`src/rtl/cache_fill_fsm_pkg.sv`:
```
// Shared cache definitions: fill FSM states and block geometry.
// Used by the cache, the fill FSMs and the memory arbiter.
// Holds type and constant definitions only; it has no timing or handshake.
package cache_pkg;

    localparam int WORDS_PER_BLOCK = 8;
    localparam int OFFSET_BITS     = 4;
    localparam int TAG_BITS        = 6;
    localparam int SET_BITS        = 6;

    typedef enum logic {
        IDLE = 1'b0,
        FILL = 1'b1
    } fill_state_t;

endpackage

```
`src/rtl/cache_fill_fsm_if.sv`:
```
// Miss/fill bus between a cache, its fill FSM and the memory port.
// master = fill FSM side, slave = cache + memory side.
// No storage; the signals are carried unchanged.
interface cache_fill_fsm_if #(
    parameter int ADDR_WIDTH = 16,
    parameter int DATA_WIDTH = 16
);
    logic                  miss_detected;
    logic [ADDR_WIDTH-1:0] miss_address;
    logic                  fsm_busy;
    logic                  mem_read_en;
    logic [ADDR_WIDTH-1:0] memory_address;
    logic                  memory_data_valid;
    logic [DATA_WIDTH-1:0] memory_data;
    logic                  write_data_array;
    logic [ADDR_WIDTH-1:0] fill_address;
    logic [DATA_WIDTH-1:0] fill_data;
    logic                  write_tag_array;

    modport master (
        input  miss_detected,
        input  miss_address,
        input  memory_data_valid,
        input  memory_data,
        output fsm_busy,
        output mem_read_en,
        output memory_address,
        output write_data_array,
        output fill_address,
        output fill_data,
        output write_tag_array
    );

    modport slave (
        output miss_detected,
        output miss_address,
        output memory_data_valid,
        output memory_data,
        input  fsm_busy,
        input  mem_read_en,
        input  memory_address,
        input  write_data_array,
        input  fill_address,
        input  fill_data,
        input  write_tag_array
    );

endinterface

```
`src/rtl/cache_fill_fsm_fill_word_counter.sv`:
```
// Word index counter for a cache block fill, with a wrap flag on the last word.
// Latency: count updates on the clock edge after inc; wrap is combinational.
// Backpressure: none; the owner gates inc.
module fill_word_counter #(
    parameter int WIDTH = 3,
    parameter int LAST  = 7
) (
    input  logic             clk,
    input  logic             rst,
    input  logic             clr,
    input  logic             inc,
    output logic [WIDTH-1:0] cnt,
    output logic             wrap
);

    assign wrap = inc && (cnt == WIDTH'(LAST));

    always_ff @(posedge clk or negedge rst) begin
        if (!rst) begin
            cnt <= '0;
        end else if (clr) begin
            cnt <= '0;
        end else if (inc) begin
            cnt <= wrap ? '0 : cnt + 1'b1;
        end
    end

endmodule

```
`src/rtl/cache_fill_fsm.sv`:
```
// Cache miss handler: issues one read per block word, streams returns into the data array.
// Latency: reads start the cycle after a miss; tag commit coincides with the last data write.
// Backpressure: none toward memory; the pipeline stalls on fsm_busy.
module cache_fill_fsm
    import cache_pkg::*;
#(
    parameter int ADDR_WIDTH      = 16,
    parameter int WORDS_PER_BLOCK = 8,
    parameter int CNT_WIDTH       = 3
) (
    input  logic             clk,
    input  logic             rst,
    cache_fill_fsm_if.master bus
);

    localparam int BLK_WIDTH = ADDR_WIDTH - CNT_WIDTH - 1;

    fill_state_t           state_q;
    fill_state_t           state_d;
    logic [BLK_WIDTH-1:0]  block_q;
    logic                  guard_q;
    logic                  issue_done_q;
    logic                  start;
    logic                  issue_inc;
    logic                  recv_inc;
    logic                  issue_wrap;
    logic                  recv_wrap;
    logic [CNT_WIDTH-1:0]  issue_cnt;
    logic [CNT_WIDTH-1:0]  recv_cnt;

    // Counter enables kept outside the FSM block so recv_wrap feeds it without a loop.
    assign issue_inc = (state_q == FILL) && !issue_done_q;
    assign recv_inc  = (state_q == FILL) && bus.memory_data_valid;

    fill_word_counter #(
        .WIDTH (CNT_WIDTH),
        .LAST  (WORDS_PER_BLOCK - 1)
    ) u_issue_cnt (
        .clk  (clk),
        .rst  (rst),
        .clr  (start),
        .inc  (issue_inc),
        .cnt  (issue_cnt),
        .wrap (issue_wrap)
    );

    fill_word_counter #(
        .WIDTH (CNT_WIDTH),
        .LAST  (WORDS_PER_BLOCK - 1)
    ) u_recv_cnt (
        .clk  (clk),
        .rst  (rst),
        .clr  (start),
        .inc  (recv_inc),
        .cnt  (recv_cnt),
        .wrap (recv_wrap)
    );

    always_ff @(posedge clk or negedge rst) begin
        if (!rst) begin
            state_q      <= IDLE;
            block_q      <= '0;
            guard_q      <= 1'b0;
            issue_done_q <= 1'b0;
        end else begin
            state_q <= state_d;
            // The cache clears its miss latch on the commit edge; skip one cycle of stale miss.
            guard_q <= bus.write_tag_array;
            if (start) begin
                block_q      <= bus.miss_address[ADDR_WIDTH-1:CNT_WIDTH+1];
                issue_done_q <= 1'b0;
            end else if (issue_wrap) begin
                issue_done_q <= 1'b1;
            end
        end
    end

    always_comb begin
        state_d              = state_q;
        start                = 1'b0;
        bus.fsm_busy         = 1'b0;
        bus.mem_read_en      = 1'b0;
        bus.memory_address   = '0;
        bus.write_data_array = 1'b0;
        bus.fill_address     = '0;
        bus.write_tag_array  = 1'b0;

        unique case (state_q)
            IDLE: begin
                if (bus.miss_detected && !guard_q) begin
                    start   = 1'b1;
                    state_d = FILL;
                end
            end
            FILL: begin
                bus.fsm_busy       = 1'b1;
                bus.mem_read_en    = !issue_done_q;
                bus.memory_address = {block_q, issue_cnt, 1'b0};
                if (bus.memory_data_valid) begin
                    bus.write_data_array = 1'b1;
                    bus.fill_address     = {block_q, recv_cnt, 1'b0};
                end
                if (recv_wrap) begin
                    bus.write_tag_array = 1'b1;
                    state_d             = IDLE;
                end
            end
            default: state_d = IDLE;
        endcase
    end

    assign bus.fill_data = bus.memory_data;

endmodule

```
`src/flat_wrapper.sv`:
```
// flat-port wrapper written by rule: the top's interface ports become plain ports
module cache_fill_fsm_flat import cache_pkg::*;
#(
    parameter int ADDR_WIDTH      = 16,
    parameter int WORDS_PER_BLOCK = 8,
    parameter int CNT_WIDTH       = 3
)
  (clk, rst, bus_miss_detected, bus_miss_address, bus_memory_data_valid, bus_memory_data, bus_fsm_busy, bus_mem_read_en, bus_memory_address, bus_write_data_array, bus_fill_address, bus_fill_data, bus_write_tag_array);
  cache_fill_fsm_if #(.ADDR_WIDTH(ADDR_WIDTH), .DATA_WIDTH(16)) bus_i ();
  input  logic clk;
  input  logic rst;
  input wire logic [$bits(bus_i.miss_detected)-1:0] bus_miss_detected;
  input wire logic [$bits(bus_i.miss_address)-1:0] bus_miss_address;
  input wire logic [$bits(bus_i.memory_data_valid)-1:0] bus_memory_data_valid;
  input wire logic [$bits(bus_i.memory_data)-1:0] bus_memory_data;
  output wire logic [$bits(bus_i.fsm_busy)-1:0] bus_fsm_busy;
  output wire logic [$bits(bus_i.mem_read_en)-1:0] bus_mem_read_en;
  output wire logic [$bits(bus_i.memory_address)-1:0] bus_memory_address;
  output wire logic [$bits(bus_i.write_data_array)-1:0] bus_write_data_array;
  output wire logic [$bits(bus_i.fill_address)-1:0] bus_fill_address;
  output wire logic [$bits(bus_i.fill_data)-1:0] bus_fill_data;
  output wire logic [$bits(bus_i.write_tag_array)-1:0] bus_write_tag_array;
  assign bus_i.miss_detected = bus_miss_detected;
  assign bus_i.miss_address = bus_miss_address;
  assign bus_i.memory_data_valid = bus_memory_data_valid;
  assign bus_i.memory_data = bus_memory_data;
  assign bus_fsm_busy = bus_i.fsm_busy;
  assign bus_mem_read_en = bus_i.mem_read_en;
  assign bus_memory_address = bus_i.memory_address;
  assign bus_write_data_array = bus_i.write_data_array;
  assign bus_fill_address = bus_i.fill_address;
  assign bus_fill_data = bus_i.fill_data;
  assign bus_write_tag_array = bus_i.write_tag_array;
  cache_fill_fsm #(.ADDR_WIDTH(ADDR_WIDTH), .WORDS_PER_BLOCK(WORDS_PER_BLOCK), .CNT_WIDTH(CNT_WIDTH)) u_core (.clk(clk), .rst(rst), .bus(bus_i));
endmodule
```
`config.mk`:
```
export PLATFORM = sky130hd
export DESIGN_NAME = cache_fill_fsm_flat
export DESIGN_NICKNAME = d
export VERILOG_FILES = /design/src/rtl/cache_fill_fsm_pkg.sv /design/src/rtl/cache_fill_fsm_if.sv /design/src/rtl/cache_fill_fsm_fill_word_counter.sv /design/src/rtl/cache_fill_fsm.sv /design/src/flat_wrapper.sv
export SDC_FILE = /design/constraint.sdc
export NUM_CORES = 1
export LEC_CHECK = 0
export ABC_CLOCK_PERIOD_IN_PS = 1790
export CAP_MARGIN = 20
export CORE_AREA = 2 2 63 65
export CTS_BUF_LIST = sky130_fd_sc_hd__clkbuf_8
export DETAILED_ROUTE_END_ITERATION = 8
export DIE_AREA = 0 0 65 67
export GPL_TIMING_DRIVEN = 0
export PLACE_DENSITY_LB_ADDON = 0.1
export SYNTH_ARGS = -nofsm -noshare
export SYNTH_HDL_FRONTEND = slang
export SYNTH_SLANG_ARGS = --single-unit
```
`constraint.sdc`:
```
create_clock -name clk -period 1.79 [get_ports clk]
set_input_delay 0.179 -clock clk [delete_from_list [all_inputs] [get_ports clk]]
set_output_delay 0.179 -clock clk [all_outputs]
set_load 0.005 [all_outputs]
```
==> impl_metrics.toml <==
[floorplan]
boundaryPins = 88
fp-row-count = 22
die_area_sq_um = 4360
fp.coreArea_sq_um = 3610
start_util_pct = 33.9
die_w_um = 65
die_h_um = 67

[placement]
placed_cell_area_sq_um = 1940
dp_hpwl_um = 2410
gp_congestion = 0.661
dp_slack_ns = -0.309
port_buffers = 65
placed_cells = 234

[clock_network]
clock_latency_ns = 0.26
cts_buffer_depth = 2
clk_pin_slew_ns = 0.08
cts_sinks = 21
tritoncts = "built"
holdBufCountCts = 0
cts_buffers = 3
ctsHtreeMaxLevel = 1
cts-root-buf = "clkbuf_8"

[cells_and_area]
syn_to_final_growth_pct = 70.9
drive_gt1_share_pct = 25.9
nNetsFinal = 238
post-route-util_pct = 57.9
antenna_cells = 0
n_fill_cell = 317
final_area_sq_um = 2090
instances_no_fill = 245

[detailed_routing]
drtIter0Drc = 15
post_drt_via_cell_ratio = 4.46
routed_wirelength_um = 3240
ant_nets = 0
wl_per_cell_um = 13.2
drtPass1Iterations = 4
drc_errors = 0
routed-via-count = 1092

[synth]
async_reset_ff_share_pct = 100
synth_commonest_cells = "dfrtp_1, buf_4, and3_1"
yosys_warnings = 0
seq_area_frac_synth_pct = 43.0
synth_flop_cell = "dfrtp_1"
netlist-cell-type-count = 20
syn_avg_cell_area_sq_um = 10.2
yosysTopAreaCell = "dfrtp_1"
yosysMostFrequentCell = "dfrtp_1"
synth_edf_count = 0
yosysTopAreaCellShare_pct = 43.0
ys_ff_latch = 21
synth.area.top_cells = "dfrtp_1, buf_4, mux2_2"
netlist_instances = 120
syn_area_sq_um = 1220

[power]
peakVddDrop_mv = 0.760
p_leak_nw = 0.967
power_density_nw_per_um2 = 1390

[setup_path]
r2r_slack_ns = 0.33
path_max_fanout = 7
reg2reg_from = "u_core.state_q$_DFF_PN0_"
setup.worst_path.start = "u_core.state_q$_DFF_PN0_"
start_kind = "register"
crit_end = "bus_write_data_array"
crit_type = "register to primary output"
critical_path_arrival_ns = 1.53
worst_r2r_path_depth = 4
critical_path_required_ns = 1.61
end_kind = "primary output"
r2r-end = "u_core.block_q[10]$_DFFE_PN0P_"

[global_route]
grt_pass1_wl_um = 5300
grt_max_degree = 22
grt_pass1_vias = 1161
antenna_found_initial = 0
grt_overflow = 0
grtUsageTotal_pct = 15.8

[sta]
max_freq_ghz = 0.586
finalSetupViolations = 0
final_max_slew_viol_count = 0
fin_crit_ns = 1.71
layout_setup_ws_ns = 0.0846
rsz0062_at_grt = "true"
fin_crit_sh_pct = 95.3
hold_violations = 0
fin_skew_ns = 0.00471

[flow_run]
cap_violations = 0

[hold_path]
hold_class = "input port to async pin"

[run_status]
status = "complete, no violations"
## routing by layer
metal	track usage [%]	wire, um	vias up	part of all wire (%)
met3	4.22	240	2	7.4
met1	16.6	1260	515	39
met2	30.8	1730	42	53
li1	-	-	533	-
met5	0	0	-	0
met4	3.72	13	0	0.40
## flip-flops by register name (all words and copies together) (netlist names)
signal                  flops
u_core.block_q             12
u_core.u_issue_cnt.cnt      3
u_core.u_recv_cnt.cnt       3
u_core.guard_q              1
u_core.issue_done_q         1
u_core.state_q              1
## layout by cell type, fill, tap and decap left out, types with 2 or more instances in the layout
cell type         n
clkdlybuf4s50_1  63
nand3b_1          2
a21oi_1           3
ha_1              2
nand2_1           7
nor2_1            3
clkbuf_8          3
mux2_2           12
dfrtp_1          20
and3_1           15
and2_1           15
conb_1            2
buf_4            29
o32ai_1           2
inv_1             5
dlygate4sd2_1     2
## metrics by stage
stage                     total power (W)  TNS [ns]  hold WS (ns)
final                             0.00290         0         0.122
after floorplan                   0.00158         0        -0.117
after global routing              0.00313   -0.0106         0.115
after CTS                         0.00290         0         0.465
after detailed placement          0.00248     -2.74         0.480
after global placement            0.00243     -2.76         0.469
## cell families (layout without fill, tap and decap cells)
family	count (synthesis)	after routing	synth area share [%]
AO/OA/AOI/OAI	7	7	3.69
adder cells (fa/ha/maj)	4	4	4.10
buffers and inverters	28	104	14.8
flip-flops	21	21	43.0
multiplexers	13	13	11.9
other	1	2	0.307
AND/OR/NAND/NOR	46	46	22.2
## power by group
group | leakage [nW] | switching [W] | internal [W] | total, W
registers | 0.253 | 0.000156 | 0.000702 | 0.000858
clock network | 0.0269 | 0.000149 | 0.000153 | 0.000302
logic | 0.687 | 0.000590 | 0.00115 | 0.00174
total | 0.967 | 0.000895 | 0.00200 | 0.00290
## worst min-delay path by stage
stage / slack, ns / end / depth (start not counted) / startpoint
2_1_floorplan: -0.12 / u_core.block_q[0]$_DFFE_PN0P_ / 0 / rst
3_3_place_gp: 0.47 / u_core.issue_done_q$_DFFE_PN0P_ / 2 / u_core.issue_done_q$_DFFE_PN0P_
3_5_place_dp: 0.48 / u_core.issue_done_q$_DFFE_PN0P_ / 2 / u_core.issue_done_q$_DFFE_PN0P_
4_1_cts: 0.46 / u_core.state_q$_DFF_PN0_ / 3 / bus_memory_data_valid
5_1_grt: 0.12 / u_core.u_issue_cnt.cnt[0]$_DFFE_PN0P_ / 1 / rst
6_report: 0.12 / u_core.u_issue_cnt.cnt[0]$_DFFE_PN0P_ / 1 / rst
## worst max-delay path, stage by stage (launching register included)
cell and delay, ns:
dfrtp_2 0.45, buf_4 0.15, nand2_1 0.17, inv_1 0.06
clkdlybuf4s50_1 0.44
## cell type report
cell class                      instances  area (sq um)  area share, %
Timing Repair Buffer                   72           721           34.5
Multi-Input combinational cell         72           539           25.8
Sequential cell                        21           527           25.2
Buffer                                 24           180           8.63
Tap cell                               48          60.1           2.88
Clock buffer                            3          41.3           1.98
Inverter                                4          15.0          0.719
Clock inverter                          1          3.75          0.180
## what timing repair did
item,CTS,global route
setup buffers,5,1
pin swaps,1,0
setup endpoints to repair,31,21
gates resized for setup,15,3
(Power assumes the default switching activity.)
